File: config.mk
export PLATFORM = sky130hd
export DESIGN_NAME = ball_motion_flat
export DESIGN_NICKNAME = d
export VERILOG_FILES = /design/src/rtl/ball_motion_if.sv /design/src/rtl/ball_motion.sv /design/src/flat_wrapper.sv
export SDC_FILE = /design/constraint.sdc
export NUM_CORES = 1
export LEC_CHECK = 0
export CAP_MARGIN = 20
export CORE_UTILIZATION = 55
export DETAILED_ROUTE_END_ITERATION = 8
export PLACE_DENSITY = 0.77
export SLEW_MARGIN = 10
export SYNTH_ARGS = -nofsm -noshare
export SYNTH_HDL_FRONTEND = slang
export SYNTH_SLANG_ARGS = --single-unit
File: constraint.sdc
create_clock -name clock -period 12.98 [get_ports clock]
set_input_delay 1.947 -clock clock [delete_from_list [all_inputs] [get_ports clock]]
set_output_delay 1.947 -clock clock [all_outputs]
set_load 0.01 [all_outputs]
File: src/rtl/ball_motion_if.sv
// Drawer-facing bus of the pong ball motion stage: ball centre, its
// new-value strobe, and the drawer's busy back-pressure.
interface ball_motion_if;
    logic [7:0] x;
    logic [6:0] y;
    logic       pos_valid;
    logic       draw_busy;

    modport master (output x, output y, output pos_valid, input draw_busy);
    modport slave  (input x, input y, input pos_valid, output draw_busy);
endinterface

File: src/rtl/ball_motion.sv
// Pong ball motion: advances the ball once per frame tick, bounces it off walls
// and paddles, scores missed balls. Optional macro BALL_SPEEDUP_EN: step grows per paddle hit.
module ball_motion #(
    parameter int RADIUS    = 4,
    parameter int SCREEN_W  = 160,
    parameter int SCREEN_H  = 120,
    parameter int TICK_DIV  = 833333,
    parameter int SPEED     = 1,
    parameter int PADDLE_H  = 16,
    parameter int PADDLE_XL = 4,
    parameter int PADDLE_XR = 155,
    parameter int WIN_SCORE = 7
) (
    input  logic          clock,
    input  logic          reset,
    input  logic          start,
    input  logic [6:0]    paddle_l_y,
    input  logic [6:0]    paddle_r_y,
    ball_motion_if.master bus,
    output logic [3:0]    score_l,
    output logic [3:0]    score_r,
    output logic          point,
    output logic          game_over
);

    localparam logic [2:0] S_IDLE      = 3'd0;
    localparam logic [2:0] S_WAIT_TICK = 3'd1;
    localparam logic [2:0] S_UPDATE    = 3'd2;
    localparam logic [2:0] S_PRESENT   = 3'd3;
    localparam logic [2:0] S_SERVE     = 3'd4;
    localparam logic [2:0] S_OVER      = 3'd5;

    localparam int               CNT_W    = (TICK_DIV > 1) ? $clog2(TICK_DIV) : 1;
    localparam logic [CNT_W-1:0] CNT_LAST = CNT_W'(TICK_DIV - 1);

    localparam logic [7:0]        X_CENTRE    = 8'(SCREEN_W / 2);
    localparam logic [6:0]        Y_CENTRE    = 7'(SCREEN_H / 2);
    localparam logic signed [8:0] R_S         = 9'(RADIUS);
    localparam logic signed [8:0] ZERO_S      = 9'sd0;
    localparam logic signed [8:0] YBOT_S      = 9'(SCREEN_H - 1);
    localparam logic signed [8:0] XEDGE_S     = 9'(SCREEN_W - 1);
    localparam logic signed [8:0] XL_S        = 9'(PADDLE_XL);
    localparam logic signed [8:0] XR_S        = 9'(PADDLE_XR);
    localparam logic signed [8:0] PH_S        = 9'(PADDLE_H - 1);
    localparam logic signed [8:0] Y_BOT_CLAMP = 9'(SCREEN_H - 1 - RADIUS);
    localparam logic [7:0]        X_BOUNCE_L  = 8'(PADDLE_XL + 1 + RADIUS);
    localparam logic [7:0]        X_BOUNCE_R  = 8'(PADDLE_XR - 1 - RADIUS);
    localparam logic [3:0]        WIN_S       = 4'(WIN_SCORE);

    logic [2:0]        state_q, state_d;
    logic [CNT_W-1:0]  cnt_q, cnt_d;
    logic              tick;
    logic [7:0]        x_q, x_d;
    logic [6:0]        y_q, y_d;
    logic              dx_q, dx_d;
    logic              dy_q, dy_d;
    logic [3:0]        score_l_q, score_l_d;
    logic [3:0]        score_r_q, score_r_d;
    logic              left_scores_q, left_scores_d;
    logic              won;

    logic signed [8:0] step_s;
    logic signed [8:0] xs, ys, xc, yc, yw, pl_top, pr_top;
    logic [7:0]        xw;
    logic              dx_n, dy_n, lost_l, lost_r;

    function automatic logic [3:0] sat_inc_score(input logic [3:0] v);
        return (v == 4'hF) ? v : v + 4'd1;
    endfunction

`ifdef BALL_SPEEDUP_EN
    logic [1:0] step_q, step_d;

    function automatic logic [1:0] sat_inc_step(input logic [1:0] v);
        return (v == 2'd3) ? v : v + 2'd1;
    endfunction

    assign step_s = signed'({7'd0, step_q});
`else
    assign step_s = 9'(SPEED);
`endif

    assign tick  = (cnt_q == CNT_LAST);
    assign cnt_d = tick ? '0 : cnt_q + 1'b1;

    // Candidate next position with wall clamps first, then paddle checks on the clamped y.
    always_comb begin
        xs     = signed'({1'b0, x_q});
        ys     = signed'({2'b00, y_q});
        pl_top = signed'({2'b00, paddle_l_y});
        pr_top = signed'({2'b00, paddle_r_y});
        xc     = dx_q ? xs + step_s : xs - step_s;
        yc     = dy_q ? ys + step_s : ys - step_s;
        dx_n   = dx_q;
        dy_n   = dy_q;
        yw     = yc;
        xw     = xc[7:0];
        lost_l = 1'b0;
        lost_r = 1'b0;

        if (yc - R_S <= ZERO_S) begin
            dy_n = 1'b1;
            yw   = R_S;
        end else if (yc + R_S >= YBOT_S) begin
            dy_n = 1'b0;
            yw   = Y_BOT_CLAMP;
        end

        if (!dx_q && (xc - R_S <= XL_S)) begin
            if (yw >= pl_top && yw <= pl_top + PH_S) begin
                dx_n = 1'b1;
                xw   = X_BOUNCE_L;
            end else if (xc - R_S <= ZERO_S) begin
                lost_l = 1'b1;
            end
        end

        if (dx_q && (xc + R_S >= XR_S)) begin
            if (yw >= pr_top && yw <= pr_top + PH_S) begin
                dx_n = 1'b0;
                xw   = X_BOUNCE_R;
            end else if (xc + R_S >= XEDGE_S) begin
                lost_r = 1'b1;
            end
        end
    end

    always_comb begin
        state_d       = state_q;
        x_d           = x_q;
        y_d           = y_q;
        dx_d          = dx_q;
        dy_d          = dy_q;
        score_l_d     = score_l_q;
        score_r_d     = score_r_q;
        left_scores_d = left_scores_q;
        won           = 1'b0;
`ifdef BALL_SPEEDUP_EN
        step_d        = step_q;
`endif

        case (state_q)
            S_IDLE: begin
                if (start) state_d = S_PRESENT;
            end
            S_WAIT_TICK: begin
                if (tick && !bus.draw_busy) state_d = S_UPDATE;
            end
            S_UPDATE: begin
                if (lost_l || lost_r) begin
                    left_scores_d = lost_r;
                    state_d       = S_SERVE;
                end else begin
                    x_d     = xw;
                    y_d     = yw[6:0];
                    dx_d    = dx_n;
                    dy_d    = dy_n;
                    state_d = S_PRESENT;
`ifdef BALL_SPEEDUP_EN
                    // dx only flips on a paddle reflection
                    if (dx_n != dx_q) step_d = sat_inc_step(step_q);
`endif
                end
            end
            S_PRESENT: begin
                state_d = S_WAIT_TICK;
            end
            S_SERVE: begin
                // Serve toward the player who conceded.
                if (left_scores_q) begin
                    score_l_d = sat_inc_score(score_l_q);
                    won       = (score_l_d == WIN_S);
                    dx_d      = 1'b1;
                end else begin
                    score_r_d = sat_inc_score(score_r_q);
                    won       = (score_r_d == WIN_S);
                    dx_d      = 1'b0;
                end
                x_d     = X_CENTRE;
                y_d     = Y_CENTRE;
                state_d = won ? S_OVER : S_PRESENT;
`ifdef BALL_SPEEDUP_EN
                step_d  = 2'(SPEED);
`endif
            end
            S_OVER: begin
                if (start) begin
                    score_l_d = 4'd0;
                    score_r_d = 4'd0;
                    x_d       = X_CENTRE;
                    y_d       = Y_CENTRE;
                    state_d   = S_PRESENT;
                end
            end
            default: state_d = S_IDLE;
        endcase
    end

    always_ff @(posedge clock) begin
        if (reset) begin
            state_q       <= S_IDLE;
            cnt_q         <= '0;
            x_q           <= X_CENTRE;
            y_q           <= Y_CENTRE;
            dx_q          <= 1'b1;
            dy_q          <= 1'b1;
            score_l_q     <= 4'd0;
            score_r_q     <= 4'd0;
            left_scores_q <= 1'b0;
`ifdef BALL_SPEEDUP_EN
            step_q        <= 2'(SPEED);
`endif
        end else begin
            state_q       <= state_d;
            cnt_q         <= cnt_d;
            x_q           <= x_d;
            y_q           <= y_d;
            dx_q          <= dx_d;
            dy_q          <= dy_d;
            score_l_q     <= score_l_d;
            score_r_q     <= score_r_d;
            left_scores_q <= left_scores_d;
`ifdef BALL_SPEEDUP_EN
            step_q        <= step_d;
`endif
        end
    end

    assign bus.x         = x_q;
    assign bus.y         = y_q;
    assign bus.pos_valid = (state_q == S_PRESENT);
    assign point         = (state_q == S_SERVE);
    assign game_over     = (state_q == S_OVER);
    assign score_l       = score_l_q;
    assign score_r       = score_r_q;

endmodule
File: src/flat_wrapper.sv
// flat-port wrapper written by rule: the top's interface ports become plain ports
module ball_motion_flat 
#(
    parameter int RADIUS    = 4,
    parameter int SCREEN_W  = 160,
    parameter int SCREEN_H  = 120,
    parameter int TICK_DIV  = 833333,
    parameter int SPEED     = 1,
    parameter int PADDLE_H  = 16,
    parameter int PADDLE_XL = 4,
    parameter int PADDLE_XR = 155,
    parameter int WIN_SCORE = 7
)
  (clock, reset, start, paddle_l_y, paddle_r_y, score_l, score_r, point, game_over, bus_x, bus_y, bus_pos_valid, bus_draw_busy);
  ball_motion_if bus_i ();
  input  logic clock;
  input  logic reset;
  input  logic start;
  input  logic [6:0] paddle_l_y;
  input  logic [6:0] paddle_r_y;
  output logic [3:0] score_l;
  output logic [3:0] score_r;
  output logic point;
  output logic game_over;
  output wire logic [$bits(bus_i.x)-1:0] bus_x;
  output wire logic [$bits(bus_i.y)-1:0] bus_y;
  output wire logic [$bits(bus_i.pos_valid)-1:0] bus_pos_valid;
  input wire logic [$bits(bus_i.draw_busy)-1:0] bus_draw_busy;
  assign bus_x = bus_i.x;
  assign bus_y = bus_i.y;
  assign bus_pos_valid = bus_i.pos_valid;
  assign bus_i.draw_busy = bus_draw_busy;
  ball_motion #(.RADIUS(RADIUS), .SCREEN_W(SCREEN_W), .SCREEN_H(SCREEN_H), .TICK_DIV(TICK_DIV), .SPEED(SPEED), .PADDLE_H(PADDLE_H), .PADDLE_XL(PADDLE_XL), .PADDLE_XR(PADDLE_XR), .WIN_SCORE(WIN_SCORE)) u_core (.clock(clock), .reset(reset), .start(start), .paddle_l_y(paddle_l_y), .paddle_r_y(paddle_r_y), .bus(bus_i), .score_l(score_l), .score_r(score_r), .point(point), .game_over(game_over));
endmodule
==> metrics.cfg, run 1 <==
[clocking]
ctsLongestPathBuffers = 2
clock-sinks = 49
cts_setup_buffers = 0
cts_resized = 0
clk_pin_slew_worst_paths_ns = 0.09
clockRootBuffer = clkbuf_8
numCtsBuffers = 5
insertion_delay_ns = 0.31
ctsHtreeMaxLevel = 2
holdBufCountCts = 0
cts_tree = done

[die]
die_w_um = 96.1
placementRows = 33
die_area_um2 = 9230
start_util_pct = 58.1
ios = 44
coreArea_um2 = 8380
die_h_um = 96.1

[final_layout]
fin_util_pct = 64.9
diodes = 0
drive_above_1_share_pct = 6.04
fin_area_um2 = 5440
n_fill_cell = 715
area_growth_pct = 11.7
fin_nets = 713

[logic_synthesis]
ys_ff_latch = 49
yosysMostFrequentCell = nor2_1
synth.top_cell.area_share_pct = 20.1
yosys-top-cells-count = nor2_1 (63), dfxtp_1 (49), ha_1 (49), nand2_1 (47)
avgSynthCellArea_um2 = 7.97
ys.flop_type = dfxtp_1
yosysSeqAreaShare_pct = 20.1
synth_cells = 611
yosysWarnings = 0
synth-edff-count = 0
yosysUniqueCellTypes = 80
yosys.area.top_type = dfxtp_1
synthTopCellsByArea = dfxtp_1 (20%), ha_1 (13%), nor2_1 (4.9%)
synthArstFlopShare_pct = 0
synth.cell_area_um2 = 4870

[grt]
grt_max_degree = 21
antenna_found_initial = 0
grt_pass1_wl_um = 19700
grt_overflow_total = 0
first_global_vias = 4371
grt_usage_pct = 26.6

[sta]
finalHoldViolations = 0
max_freq_mhz = 175
max_slew.worst_pin.slew_ns = 0.812
rsz0062_at_grt = false
setup_tns_ns = 0
relSlewSlack_pct = 45.7
skew_ns = 0.00837
drv_slew = 0
finalCriticalPeriod_ns = 5.70
setup_viol = 0
period_share_pct = 43.9

[route]
drc = 0
avgViaCountPerCell = 6.19
post_drt_wl_per_cell_um = 15.8
drtIter0Drc = 232
via_count = 4645
ant_nets = 0
wl_um = 11900
dr.pass1.iters = 4

[worst_setup_path]
startpoint = u_core.bus.y[0]
cp.required_ns = 13.22
crit_arrival_ns = 5.94
path_max_fanout = 16
slowest_delay_ns = 0.59
start_kind = flop
critical_path_class = flop to flop
path_cells = inv_1 > ha_1 > mux2i_1 > xnor2_2 > inv_1 > ha_1 > inv_1 > a211oi_1 > o21ai_0 > maj3_1 > o21a_1 > a21oi_1 > ha_1 > o21a_1 > o2111ai_1 > a211o_1 > o21ai_0 > a211oi_2 > a2111o_1 > o211ai_2 > nand3_4 > mux2i_1
r2r_start = u_core.bus.y[0]
end_kind = flop
cp_slowest_cell = dfxtp_1

[power]
powerDensity_nw_per_um2 = 61.5
finalPower_mw = 0.334
peakVddDrop_mv = 0.0729
p_leak_nw = 2.27

[outcome]
status = complete, no violations

[place]
dpl.hpwl_um = 9220
place_area_um2 = 5330
io_buffers = 43
gp_congestion = 0.862

[flow_run]
maxCapViolations = 0

[worst_hold_path]
holdCritPathClass = flop to flop
hp-start = u_core.cnt_q[0]

[sequential cells by signal (all words and copies together), names as in the netlist]
signal,flops
u_core.bus.x,8
u_core.bus.y,7
u_core.cnt_q,20
u_core.dx_q,1
u_core.dy_q,1
u_core.left_scores_q,1
u_core.score_l,4
u_core.score_r,4
u_core.state_q,3
[critical path, delay by kind of cell, from the launching register on]
family | cells | cell delay (ns)
AOI/OAI and AO/OA | 11 | 2.67
adders and majority gates | 4 | 1.15
DFF | 1 | 0.59
muxes | 2 | 0.48
and+or+nand+nor | 1 | 0.32
buffers and inverters | 3 | 0.25
xor gates and xnor gates | 1 | 0.16
[power by group]
group | internal (mW) | switching (mW)
logic | 0.0335 | 0.0432
registers | 0.153 | 0.00568
clock network | 0.0443 | 0.0548
total | 0.231 | 0.104
[worst paths after layout]
check / depth (start not counted) / slack, ns / endpoint
worst max register to register: 22 / 7.28 / u_core.bus.x[3]
worst min register to register: 1 / 0.46 / u_core.cnt_q[0]
worst max-delay path: 22 / 7.28 / u_core.bus.x[3]
worst min-delay path: 1 / 0.46 / u_core.cnt_q[0]
[kinds of logic after synthesis]
kind of cell | synth area share (%)
AO/OA/AOI/OAI | 22.3
XOR/XNOR | 8.32
adder cells (fa/ha/maj) | 13.4
buffers and inverters | 5.09
flip-flops | 20.1
multiplexers | 3.49
other | 0.0770
AND/OR/NAND/NOR | 27.1
[layout make-up]
type	count	area, um^2	area share [%]
multi-input combinational	506	3640	67.0
timing repair buffer	44	435	8.01
clock buffer	6	82.6	1.52
clock inverter	2	17.5	0.322
sequential	49	981	18.0
inverter	39	146	2.69
tap	105	131	2.42
[per-stage QoR]
| stage | hold WS [ns] | instances | setup WS, ns |
|---|---|---|---|
| 6_report | 0.456 | 751 | 7.28 |
| 5_1_grt | 0.493 | 751 | 6.75 |
| 4_1_cts | 0.457 | 750 | 7.28 |
| 3_5_place_dp | 0.443 | 742 | 7.27 |
| 3_3_place_gp | 0.429 | 742 | 7.25 |
| 2_1_floorplan | 0.417 | 612 | 8.09 |
[cells in the final DEF, fill, tap and decap left out, types with 4 or more instances in the layout]
master,netlist,routed
nor2_1,63,63
ha_1,49,49
dfxtp_1,49,49
nand2_1,47,47
clkdlybuf4s50_1,0,43
inv_1,39,39
a21oi_1,39,39
nand3_1,25,25
nor3_1,22,22
xnor2_1,22,22
xor2_1,18,18
mux2i_1,17,17
o21ai_0,16,16
nand4_1,13,13
a21o_1,13,13
and3_1,11,11
nor4_1,9,9
and2_1,8,8
a211o_1,8,8
nand3b_1,7,7
and4_1,6,6
or3_1,6,6
a211oi_1,6,6
nor2b_1,6,6
clkbuf_8,0,6
o31ai_1,5,5
or2_2,4,4
o21bai_1,4,4
a22oi_1,4,4
[metal layers]
layer	vias to the layer above	global-route usage, %	routed length, um
met5	-	0	0
met1	2184	33.5	5490
met2	111	47.8	5800
li1	2326	-	-
met4	0	7.71	202
met3	24	2.76	379
Note: power is estimated with default switching activity, not from simulation.
==> inputs of run 2 (changes only) <==
Clock period 12.98 ns to 5.6 ns, I/O delays scaled along.
==> run 2 against run 1 <==
Cell count rose by 1.2%. First-iteration DRC count rose by 15%. Die area did not move. Clock skew fell by 0.0012 ns. Via count rose by 0.17%. Combinational power rose by 140%. Flip-flop and latch count did not move. Final area rose by 1.5%. Clock power rose by 110%. Critical path depth rose by 1.
==> metrics.cfg, run 2 (same netlist as run 1, synthesis figures left out) <==
[outcome]
status = complete, no violations

[worst_setup_path]
path_max_fanout = 9
start_kind = flop
cp.required_ns = 5.78
critical_path_class = flop to flop
crit_arrival_ns = 5.44
end_kind = flop

[die]
coreArea_um2 = 8380
placementRows = 33
start_util_pct = 58.1
die_area_um2 = 9230
die_h_um = 96.1
ios = 44
die_w_um = 96.1

[final_layout]
regMostFlops = u_core.cnt_q
fin_util_pct = 65.8
n_fill_cell = 718
final_cells = 760
largest_register_ffs = 20
drive_above_1_share_pct = 7.94
final_cell_mix = nor2_1 (63), ha_1 (49), nand2_1 (47)
fin_nets = 723
diodes = 0
final_common_cell = nor2_1
area_growth_pct = 13.3
fin_area_um2 = 5520

[clocking]
ctsHtreeMaxLevel = 2
cts_tree = done
ctsLongestPathBuffers = 2
numCtsBuffers = 5
clockRootBuffer = clkbuf_8
holdBufCountCts = 0
clk_pin_slew_worst_paths_ns = 0.09
insertion_delay_ns = 0.31
clock-sinks = 49

[sta]
skew_ns = 0.00720
setup_tns_ns = 0
period_share_pct = 94.0
setup_viol = 0
whs_ns = 0.470
finalHoldViolations = 0
max_slew.worst_pin.slew_ns = 0.791
relSlewSlack_pct = 47.3
drv_slew = 0
rsz0062_at_grt = false
fin_ws_ns = 0.335
finalCriticalPeriod_ns = 5.27
max_freq_mhz = 190

[power]
p_leak_nw = 2.31
peakVddDrop_mv = 0.137
powerDensity_nw_per_um2 = 137
finalPower_mw = 0.756

[grt]
grt_usage_pct = 26.0
grt_overflow_total = 0
grt_max_degree = 21
grt_pass1_wl_um = 19400
antenna_found_initial = 0
first_global_vias = 4293

[route]
avgViaCountPerCell = 6.12
wl_um = 11800
via_count = 4653
post_drt_wl_per_cell_um = 15.5
ant_nets = 0
drtIter0Drc = 267
drc = 0
dr.pass1.iters = 5

[flow_run]
maxCapViolations = 0

[place]
io_buffers = 43
dpl.hpwl_um = 9110
gp_congestion = 0.887
place_area_um2 = 5380
dp_cells = 748
place_ws_ns = 0.0950

[worst_hold_path]
holdCritPathClass = flop to flop

run 2: changes by cell type in the layout (fill, tap and decap cells not counted):
cell	previous run	this run
a21oi_1	39	38
a21oi_2	2	3
buf_12	0	1
buf_4	0	9
clkbuf_8	6	5
clkinvlp_4	0	1
dfxtp_1	49	46
dfxtp_2	0	3
inv_6	1	0
run 2: worst paths after layout:
kind | slack [ns] | depth (start not counted) | to | from
worst max register to register | 0.33 | 23 | u_core.dy_q | u_core.bus.y[1]
worst max-delay path | 0.33 | 23 | u_core.dy_q | u_core.bus.y[1]
worst min register to register | 0.47 | 1 | u_core.cnt_q[0] | u_core.cnt_q[0]
worst min-delay path | 0.47 | 1 | u_core.cnt_q[0] | u_core.cnt_q[0]
run 2: critical path, cell delays in order, from the launching register on:
cell and delay [ns]:
dfxtp_1 0.53, inv_1 0.08, ha_1 0.23, mux2i_1 0.25, xnor2_2 0.21, inv_1 0.08
ha_1 0.20, inv_1 0.10, a211oi_1 0.07, o21ai_0 0.46, maj3_1 0.26, o21a_1 0.22
a21o_1 0.31, ha_1 0.30, nand2_1 0.08, o21bai_1 0.06, a211oi_1 0.28, o21ai_0 0.14
o31ai_1 0.10, a21o_1 0.16, a221o_1 0.27, a21boi_0 0.23, o41ai_1 0.40, nand3_1 0.12
run 2: cell type report:
type	count	area, um^2	share of cell area (%)
Clock inverter	2	16.3	0.295
Timing Repair Buffer	54	523	9.48
Tap cell	105	131	2.38
Sequential cell	49	985	17.8
Multi-Input combinational cell	506	3650	66.1
Inverter	39	146	2.65
Clock buffer	5	68.8	1.25
run 2: where the power goes:
| part | internal (mW) | switching [mW] | leakage, nW |
|---|---|---|---|
| clock | 0.0862 | 0.118 | 0.0402 |
| combinational | 0.0847 | 0.0986 | 1.87 |
| sequential | 0.355 | 0.0129 | 0.396 |
| total | 0.526 | 0.230 | 2.31 |
run 2: routing by layer:
metal / part of all wire (%) / GRT usage (%)
met5: 0 / 0
met4: 1.4 / 6.34
met3: 4.2 / 2.69
met2: 49 / 45.7
met1: 46 / 33.9
run 2: timing repair:
action / CTS / global route
endpoints found under the setup margin: 0 / 21
resized for setup: 0 / 4
setup buffers: 0 / 4
hold endpoints to repair: 0 / 0
==> inputs of run 3 (changes only) <==
Settings changed: CELL_PAD_IN_SITES_DETAIL_PLACEMENT set to 1, CELL_PAD_IN_SITES_GLOBAL_PLACEMENT set to 1, CORE_UTILIZATION 55 to 44, PLACE_DENSITY 0.77 to unset, PLACE_DENSITY_LB_ADDON set to 0.1, SKIP_LAST_GASP set to 1.
==> run 3 against run 2 <==
Count of clock-buffer cells in the layout up 2. Via count up 2.3%. Sequential share of layout area down 0.50 points. Combinational power up 8%. Critical path type unchanged. Core utilization down 13 points. Critical path depth down 1. Register-to-register slack worse by 0.07 ns. Clock skew up 0.0012 ns. Non-clock buffer count up 12. Worst hold slack worse by 0.0076 ns. Maximum frequency down 1.4%.
==> metrics.cfg, run 3 (same netlist as run 1, synthesis figures left out) <==
[worst_setup_path]
path_max_fanout = 13
end_kind = flop
slowest_delay_ns = 0.45
start_kind = flop
startpoint = u_core.dy_q
path_cells = and4_1 > or3_1 > and2_1 > inv_1 > ha_1 > inv_1 > a211oi_1 > o21ai_2 > maj3_1 > o21a_1 > a21oi_1 > ha_1 > o21a_1 > o2111ai_1 > a211o_1 > o21ai_0 > a211oi_2 > a2111o_1 > o211ai_2 > nand3_4 > buf_4 > mux2i_1
cp.required_ns = 5.83
r2r_start = u_core.dy_q
cp_slowest_cell = a211oi_2
crit_arrival_ns = 5.57
critical_path_class = flop to flop

[grt]
first_global_vias = 4885
grt_pass1_wl_um = 23600
grt_usage_pct = 25.3
grt_max_degree = 21
grt_overflow_total = 0
antenna_found_initial = 0

[place]
place_ws_ns = 0.129
gp_congestion = 0.829
dpl.hpwl_um = 11100
place_area_um2 = 5430
io_buffers = 43

[sta]
fin_ws_ns = 0.263
finalCriticalPeriod_ns = 5.34
max_slew.worst_pin.slew_ns = 0.837
skew_ns = 0.00843
relSlewSlack_pct = 44.2
setup_viol = 0
finalHoldViolations = 0
max_freq_mhz = 187
period_share_pct = 95.3
drv_slew = 0

[die]
die_h_um = 107
coreArea_um2 = 10800
ios = 44
die_w_um = 107
placementRows = 38
die_area_um2 = 11500
start_util_pct = 45.1

[clocking]
insertion_delay_ns = 0.30
numCtsBuffers = 5
cts_tree = done
ctsLongestPathBuffers = 2
clk_pin_slew_worst_paths_ns = 0.09
clock-sinks = 49
clockRootBuffer = clkbuf_8
ctsHtreeMaxLevel = 2

[final_layout]
area_growth_pct = 16.8
fin_area_um2 = 5690
largest_register_ffs = 20
final_cell_mix = nor2_1 (62), ha_1 (49), nand2_1 (47)
regMostFlops = u_core.cnt_q
diodes = 0
fin_util_pct = 52.7
drive_above_1_share_pct = 10.0
final_common_cell = nor2_1
fin_nets = 735

[route]
dr.pass1.iters = 4
wl_um = 14200
avgViaCountPerCell = 5.89
drtIter0Drc = 174
via_count = 4759
drc = 0
post_drt_wl_per_cell_um = 17.6
ant_nets = 0

[worst_hold_path]
holdCritPathClass = flop to flop
hp-start = u_core.cnt_q[0]

[flow_run]
maxCapViolations = 0

[power]
p_leak_nw = 2.39
powerDensity_nw_per_um2 = 146
peakVddDrop_mv = 0.128

[outcome]
status = complete, no violations

-- run 3: final cells by class --
class	count	area [um^2]
Multi-Input combinational cell	506	3660
Clock buffer	7	86.3
Sequential cell	49	986
Inverter	39	146
Tap cell	140	175
Clock inverter	1	30.0
Fill cell	1320	5110
Timing Repair Buffer	66	603
-- run 3: worst max-delay path: cells and delay by family, from the launching register on --
| kind | cells | cell delay, ns |
|---|---|---|
| AO/OA/AOI/OAI | 11 | 2.53 |
| adder cells (fa/ha/maj) | 3 | 0.81 |
| buffers and inverters | 3 | 0.33 |
| flip-flops | 1 | 0.41 |
| multiplexers | 1 | 0.19 |
| AND/OR/NAND/NOR | 4 | 1.01 |
-- run 3: final timing paths --
kind	end	slack (ns)	cells past startpoint
setup reg to reg	u_core.bus.y[5]	0.26	22
setup / recovery	u_core.bus.y[5]	0.26	22
hold reg to reg	u_core.cnt_q[0]	0.46	1
hold / removal	u_core.cnt_q[0]	0.46	1
-- run 3: through the flow --
| step | TNS [ns] | hold WS, ns | std cells | power (mW) |
|---|---|---|---|---|
| detailed placement | 0 | 0.446 | 784 | 0.557 |
| floorplan | 0 | 0.417 | 612 | 0.500 |
| finish | 0 | 0.462 | 808 | 0.830 |
| CTS | 0 | 0.466 | 792 | 0.821 |
| global route | -0.491 | 0.488 | 808 | 0.872 |
| global placement | 0 | 0.427 | 784 | 0.549 |
-- run 3: where the power goes --
group          leakage, nW  internal [mW]  switching (mW)  total, mW
sequential           0.396          0.355          0.0123      0.367
clock               0.0585          0.146           0.119      0.265
combinational         1.93         0.0898           0.108      0.198
total                 2.39          0.590           0.240      0.830
-- run 3: timing repair --
item	CTS	global route
endpoints found under the setup margin	0	21
hold buffers	0	0
gates resized for setup	0	9
buffers inserted	0	16
-- run 3: metal layers --
layer	GRT usage (%)	routed length [um]	share of wire, %
met1	31.4	6440	45
met2	47.1	7330	51
met3	2.25	246	1.7
met4	5.19	232	1.6
met5	0	0	0
